## src/rtl/dds_pkg.sv

```systemverilog
// Shared DDS definitions: loader FSM states and constants common to the rotary
// front end and the tuning-word loader.
package dds_pkg;

    localparam int DDS_MAX_ADDR = 1800;
    localparam int DDS_TW_W     = 32;

    typedef enum logic [1:0] {
        IDLE,
        REQ,
        WAIT,
        ALIGN
    } dds_state_e;

endpackage

```

## src/rtl/dds_phase_acc.sv

```systemverilog
// DDS phase accumulator: adds the applied tuning word every cycle, flags the
// carry-out as the phase wrap, and exports the accumulator MSBs as phase.
module dds_phase_acc
    import dds_pkg::*;
#(
    parameter int TW_W  = DDS_TW_W,
    parameter int OUT_W = 12
) (
    input  logic             Fg_clk,
    input  logic             Reset,
    input  logic             tw_load,
    input  logic [TW_W-1:0]  tw_new,
    output logic [TW_W-1:0]  tw,
    output logic             wrap,
    output logic [OUT_W-1:0] phase
);

    logic [TW_W-1:0] acc_q, acc_d;
    logic [TW_W-1:0] tw_q, tw_d;

    // The add always uses the word held in tw_q, so a load only affects the next cycle.
    always_comb begin
        {wrap, acc_d} = {1'b0, acc_q} + {1'b0, tw_q};
        tw_d          = tw_load ? tw_new : tw_q;
    end

    // NOTE: state registers use non-blocking assignments so every flop samples
    // pre-edge values, independent of process ordering.
    always_ff @(posedge Fg_clk) begin
        if (Reset) begin
            acc_q <= '0;
            tw_q  <= '0;
        end else begin
            acc_q <= acc_d;
            tw_q  <= tw_d;
        end
    end

    assign tw    = tw_q;
    assign phase = acc_q[TW_W-1 -: OUT_W];

endmodule

```

## src/rtl/dds_tuning_loader.sv

```systemverilog
// DDS tuning-word loader: captures the frequency index, fetches its tuning word
// from a synchronous ROM and applies it on a phase wrap so the output never glitches.
module dds_tuning_loader
    import dds_pkg::*;
#(
    parameter int ADDR_W    = 11,
    parameter int TW_W      = DDS_TW_W,
    parameter int OUT_W     = 12,
    parameter int ROM_LAT   = 1,
    parameter int MAX_ADDR  = DDS_MAX_ADDR,
    parameter bit SYNC_LOAD = 1'b1
) (
    input  logic              Fg_clk,
    input  logic              Reset,
    input  logic [ADDR_W-1:0] address,
    input  logic              FreqChng,
    output logic              rom_en,
    output logic [ADDR_W-1:0] rom_addr,
    input  logic [TW_W-1:0]   rom_data,
    output logic [OUT_W-1:0]  phase,
    output logic [TW_W-1:0]   tw,
    output logic              busy,
    output logic              load_done
);

    localparam int                CNT_W    = (ROM_LAT > 1) ? $clog2(ROM_LAT) : 1;
    localparam logic [CNT_W-1:0]  LAST_CNT = CNT_W'(ROM_LAT - 1);
    localparam logic [ADDR_W-1:0] MAX_IDX  = ADDR_W'(MAX_ADDR);

    dds_state_e        state_q, state_d;
    logic              pending_q, pending_d;
    logic              rom_en_q, rom_en_d;
    logic [ADDR_W-1:0] rom_addr_q, rom_addr_d;
    logic              load_done_q, load_done_d;
    logic [ADDR_W-1:0] idx_q, idx_d;
    logic [CNT_W-1:0]  cnt_q, cnt_d;
    logic [TW_W-1:0]   nxt_tw_q, nxt_tw_d;
    logic [ADDR_W-1:0] idx_clamped;
    logic              tw_load;
    logic              acc_wrap;

    assign idx_clamped = (address > MAX_IDX) ? MAX_IDX : address;

    // NOTE: every signal driven here gets a default first, so no path can
    // leave one unassigned and infer a latch.
    always_comb begin
        state_d     = state_q;
        pending_d   = pending_q;
        rom_en_d    = 1'b0;
        rom_addr_d  = rom_addr_q;
        load_done_d = 1'b0;
        idx_d       = idx_q;
        cnt_d       = cnt_q;
        nxt_tw_d    = nxt_tw_q;
        tw_load     = 1'b0;

        case (state_q)
            IDLE: begin
                if (pending_q) begin
                    pending_d  = 1'b0;
                    rom_en_d   = 1'b1;
                    rom_addr_d = idx_q;
                    state_d    = REQ;
                end
            end
            REQ: begin
                cnt_d   = '0;
                state_d = WAIT;
            end
            WAIT: begin
                if (cnt_q == LAST_CNT) begin
                    nxt_tw_d = rom_data;
                    state_d  = ALIGN;
                end else begin
                    cnt_d = cnt_q + CNT_W'(1);
                end
            end
            ALIGN: begin
                // A zero word never wraps, so waiting for a wrap would stall forever.
                if (!SYNC_LOAD || acc_wrap || (tw == '0)) begin
                    tw_load     = 1'b1;
                    load_done_d = 1'b1;
                    state_d     = IDLE;
                end
            end
            default: state_d = IDLE;
        endcase

        // A new request overrides any clear above: latest index wins, none is lost.
        if (FreqChng) begin
            idx_d     = idx_clamped;
            pending_d = 1'b1;
        end
    end

    always_ff @(posedge Fg_clk) begin
        if (Reset) begin
            state_q     <= IDLE;
            pending_q   <= 1'b0;
            rom_en_q    <= 1'b0;
            rom_addr_q  <= '0;
            load_done_q <= 1'b0;
        end else begin
            state_q     <= state_d;
            pending_q   <= pending_d;
            rom_en_q    <= rom_en_d;
            rom_addr_q  <= rom_addr_d;
            load_done_q <= load_done_d;
        end
    end

    // NOTE: pure datapath registers carry no reset; each is written before the
    // FSM ever reads it (idx under pending, cnt in REQ, nxt_tw in WAIT).
    always_ff @(posedge Fg_clk) begin
        idx_q    <= idx_d;
        cnt_q    <= cnt_d;
        nxt_tw_q <= nxt_tw_d;
    end

    dds_phase_acc #(
        .TW_W  (TW_W),
        .OUT_W (OUT_W)
    ) u_phase_acc (
        .Fg_clk  (Fg_clk),
        .Reset   (Reset),
        .tw_load (tw_load),
        .tw_new  (nxt_tw_q),
        .tw      (tw),
        .wrap    (acc_wrap),
        .phase   (phase)
    );

    assign rom_en    = rom_en_q;
    assign rom_addr  = rom_addr_q;
    assign load_done = load_done_q;
    assign busy      = pending_q || (state_q != IDLE);

endmodule
```

## config.mk

```make
export PLATFORM = sky130hd
export DESIGN_NAME = dds_tuning_loader
export DESIGN_NICKNAME = d
export VERILOG_FILES = /design/src/rtl/dds_pkg.sv /design/src/rtl/dds_phase_acc.sv /design/src/rtl/dds_tuning_loader.sv
export SDC_FILE = /design/constraint.sdc
export NUM_CORES = 1
export LEC_CHECK = 0
export ABC_AREA = 1
export CORE_MARGIN = 2
export CORE_UTILIZATION = 50
export CTS_CLUSTER_SIZE = 8
export DETAILED_ROUTE_END_ITERATION = 16
export PLACE_DENSITY = 0.8
export SLEW_MARGIN = 25
export SYNTH_ARGS = -nofsm -noshare
export SYNTH_HDL_FRONTEND = slang
export SYNTH_HIERARCHICAL = 1
export SYNTH_SLANG_ARGS = --single-unit
```

## constraint.sdc

```tcl
create_clock -name Fg_clk -period 2.74 [get_ports Fg_clk]
set_input_delay 0.685 -clock Fg_clk [delete_from_list [all_inputs] [get_ports Fg_clk]]
set_output_delay 0.685 -clock Fg_clk [all_outputs]
set_load 0.02 [all_outputs]
```

==> reports/metrics.cfg <==
[run_status]
outcome=finished clean

[die]
fp.dieH_um=120
num_rows=42
core_mm2=0.0132
die_width_um=120
pin_count=104
dieArea_mm2=0.0144
initial_core_util_pct=51.2

[place]
dp_cells=1191
io_buffers=103
gp_congestion=0.900
hpwlAfterDp_um=12900
place_area_mm2=0.00796

[run]
cap_viol_max_count=0

[pwr]
total_power_mw=7.90
power_density_mw_per_mm2=920
ir_worst_vdd_v=0.000571
p_leak_nw=4.19

[global_route]
antenna_found_initial=0
grt_util_met1_pct=29.7
use_met2_pct=40.3
grt_pass1_vias=5797
grt_pass1_wl_um=27100
grtUsageTotal_pct=24.2
grt_util_met3_pct=5.94
grt_overflow=0
busiest_layer=met2
grt_max_degree=60

[detailed_routing]
ant_nets=0
drt_iter0_markers=448
routed_wl_um=17100
drt_pre_antenna_iters=7
vias=6059
via_per_inst=4.95
drc_errors=0
drt-wirelength-per-cell_um=14.0

[min_path]
holdCritStartpoint=nxt_tw_q[5]
min_path_type=reg2reg

[worst_setup_path]
worstPathMaxFanout=16
endpoint_kind=flip-flop
crit_slowest_cell=fa_2
start_kind=flip-flop
cp_common_cell=nand3_1
setup.worst_path.class=reg2reg
r2r_start=u_phase_acc/tw[0]
cp.arrival_ps=2900
worstPathRequired_ps=3040
timing.critical_path.from=u_phase_acc/tw[0]
cpPeakStageDelay_ps=390
cp_cell_sequence=ha_1 -> fa_2 -> nand3_1 -> nand3_2 -> nand2_1 -> nand2_1 -> nand3_1 -> nand3_2 -> nand3_1 -> nand3_1 -> a21oi_2 -> nor2_1 -> buf_4 -> o21ai_0 -> nor2_1

[clock_tree]
htreeDepth=4
cts_setup_buffers=0
cts_buffer_depth=2
cts_tree=done
clk-insertion-delay-late_ps=420
cts-buffers-inserted=17
root_buffer=clkbuf_16
cts.sinks=123
clkTransAtPathRegs_ps=60

[sta]
skew_ps=8.93
worst_pin_slew_ps=557
period_share_pct=94.9
fmax_ghz=0.385
slew_headroom_pct=62.8
drv_slew=0
period_minus_slack_ps=2600
setup_viol=0
hold_viol_final=0

[layout]
fill_cells=1089
nNetsFinal=1117
diodes=0
drive_gt1_share_pct=11.5
mostFrequentLayoutCell=nand2_1
fin_cells=1224
stdcell_area_mm2=0.00858
syn_to_final_growth_pct=27.2
final_cell_mix=nand2_1 (222), nor2_1 (159), inv_1 (139)

[synth]
yosys_warnings=6
syn_area_per_cell_um2=7.28
yosys.cell_types.count=36
yosysSeqAreaShare_pct=42.9
syn_nets=1009
yosys_register_bits=123
synthCells=927
synth_area_mm2=0.00675

## metrics by stage
step	util (%)	hold WS [ps]	setup slack [ps]	setup TNS [ps]
CTS	64.7	475	35.4	0
global placement	60.4	449	195	0
detailed placement	60.4	460	64.8	0
floorplan	-	447	181	0
finish	65.1	471	140	0
global route	65.1	498	-66.7	-494
## report_power, final
part / internal [mW] / total (mW) / leakage, nW / switching [mW]
Combinational: 1.23 / 3.01 / 2.87 / 1.78
Clock: 1.35 / 2.17 / 0.269 / 0.813
Sequential: 2.39 / 2.72 / 1.05 / 0.330
Total: 4.98 / 7.90 / 4.19 / 2.92
## flip-flops by register name, summed over array words and instances, names as in the netlist
name / flops
nxt_tw_q: 32
u_phase_acc/acc_q: 32
u_phase_acc/tw: 32
idx_q: 11
rom_addr: 11
state_q: 2
load_done: 1
pending_q: 1
rom_en: 1
## worst max-delay path: cells and delay by family, from the launching register on
family / cells / cell delay [ps]
AOI/OAI and AO/OA: 2 / 430
adders and majority gates: 2 / 630
and+or+nand+nor: 10 / 930
buffers and inverters: 1 / 190
DFF: 1 / 320
## synthesized netlist by cell type
cell type  number  area (um^2)
inv_1         140          526
nor4_1          1         6.26
nand3_1        22          110
nor2_4          2         22.5
edfxtp_1       43         1290
and2_1          5         31.3
nor3_2          4         40.0
o21ai_0        56          280
nand4_1         4         25.0
nor3_1          4         20.0
nand2_2        22          138
nor3_4          1         16.3
a21oi_2         2         17.5
o21bai_1        3         22.5
nand2_4         2         22.5
or2_2           1         6.26
ha_1           35          438
o21a_1          2         15.0
nand3b_2        1         11.3
dfxtp_1        80         1600
o21ai_1         1         5.00
nor2_2         13         81.3
clkbuf_1       14         52.6
or2_1           1         6.26
and3_1          2         12.5
nor2_1        159          597
xnor2_1         1         8.76
clkbuf_2        1         5.00
a31oi_1         1         6.26
inv_2          13         48.8
buf_2           2         10.0
nand3_2        12          120
a21oi_1        41          205
buf_4          13         97.6
nand2_1       222          833
fa_1            1         20.0
## metal layers
metal | vias to the layer above | routed length (um) | part of all wire [%]
met3 | 41 | 1270 | 7.4
met5 | - | 0 | 0
met4 | 0 | 444 | 2.6
met2 | 202 | 8070 | 47
li1 | 3093 | - | -
met1 | 2723 | 7320 | 43
## final cells by class
| cell class | instances | area, um^2 | share of cell area, % |
|---|---|---|---|
| Timing Repair Buffer | 119 | 1200 | 13.9 |
| Multi-Input combinational cell | 621 | 3130 | 36.5 |
| Tap cell | 176 | 220 | 2.57 |
| Sequential cell | 123 | 2890 | 33.7 |
| Clock buffer | 20 | 447 | 5.20 |
| Inverter | 153 | 574 | 6.69 |
| Clock inverter | 12 | 121 | 1.41 |
## repair_timing
action | CTS | global route
setup endpoints to repair | 0 | 33
resized for setup | 0 | 14
hold buffers | 0 | 0
## cell families (layout without fill, tap and decap cells)
group / count (synthesis) / in the layout / share of synthesized area, %
buffers and inverters: 183 / 304 / 11.0
AOI/OAI and AO/OA: 106 / 106 / 8.17
DFF: 123 / 123 / 42.9
and+or+nand+nor: 478 / 478 / 31.1
xor gates and xnor gates: 1 / 1 / 0.130
adders and majority gates: 36 / 36 / 6.78
## worst paths after layout
kind                        end  slack (ps)  cells past startpoint
max reg2reg  u_phase_acc/tw[23]         140                     15
max          u_phase_acc/tw[23]         140                     15
min           u_phase_acc/tw[5]         470                      2
min reg2reg   u_phase_acc/tw[5]         470                      2
No activity file was read; power rests on OpenSTA's default activity.
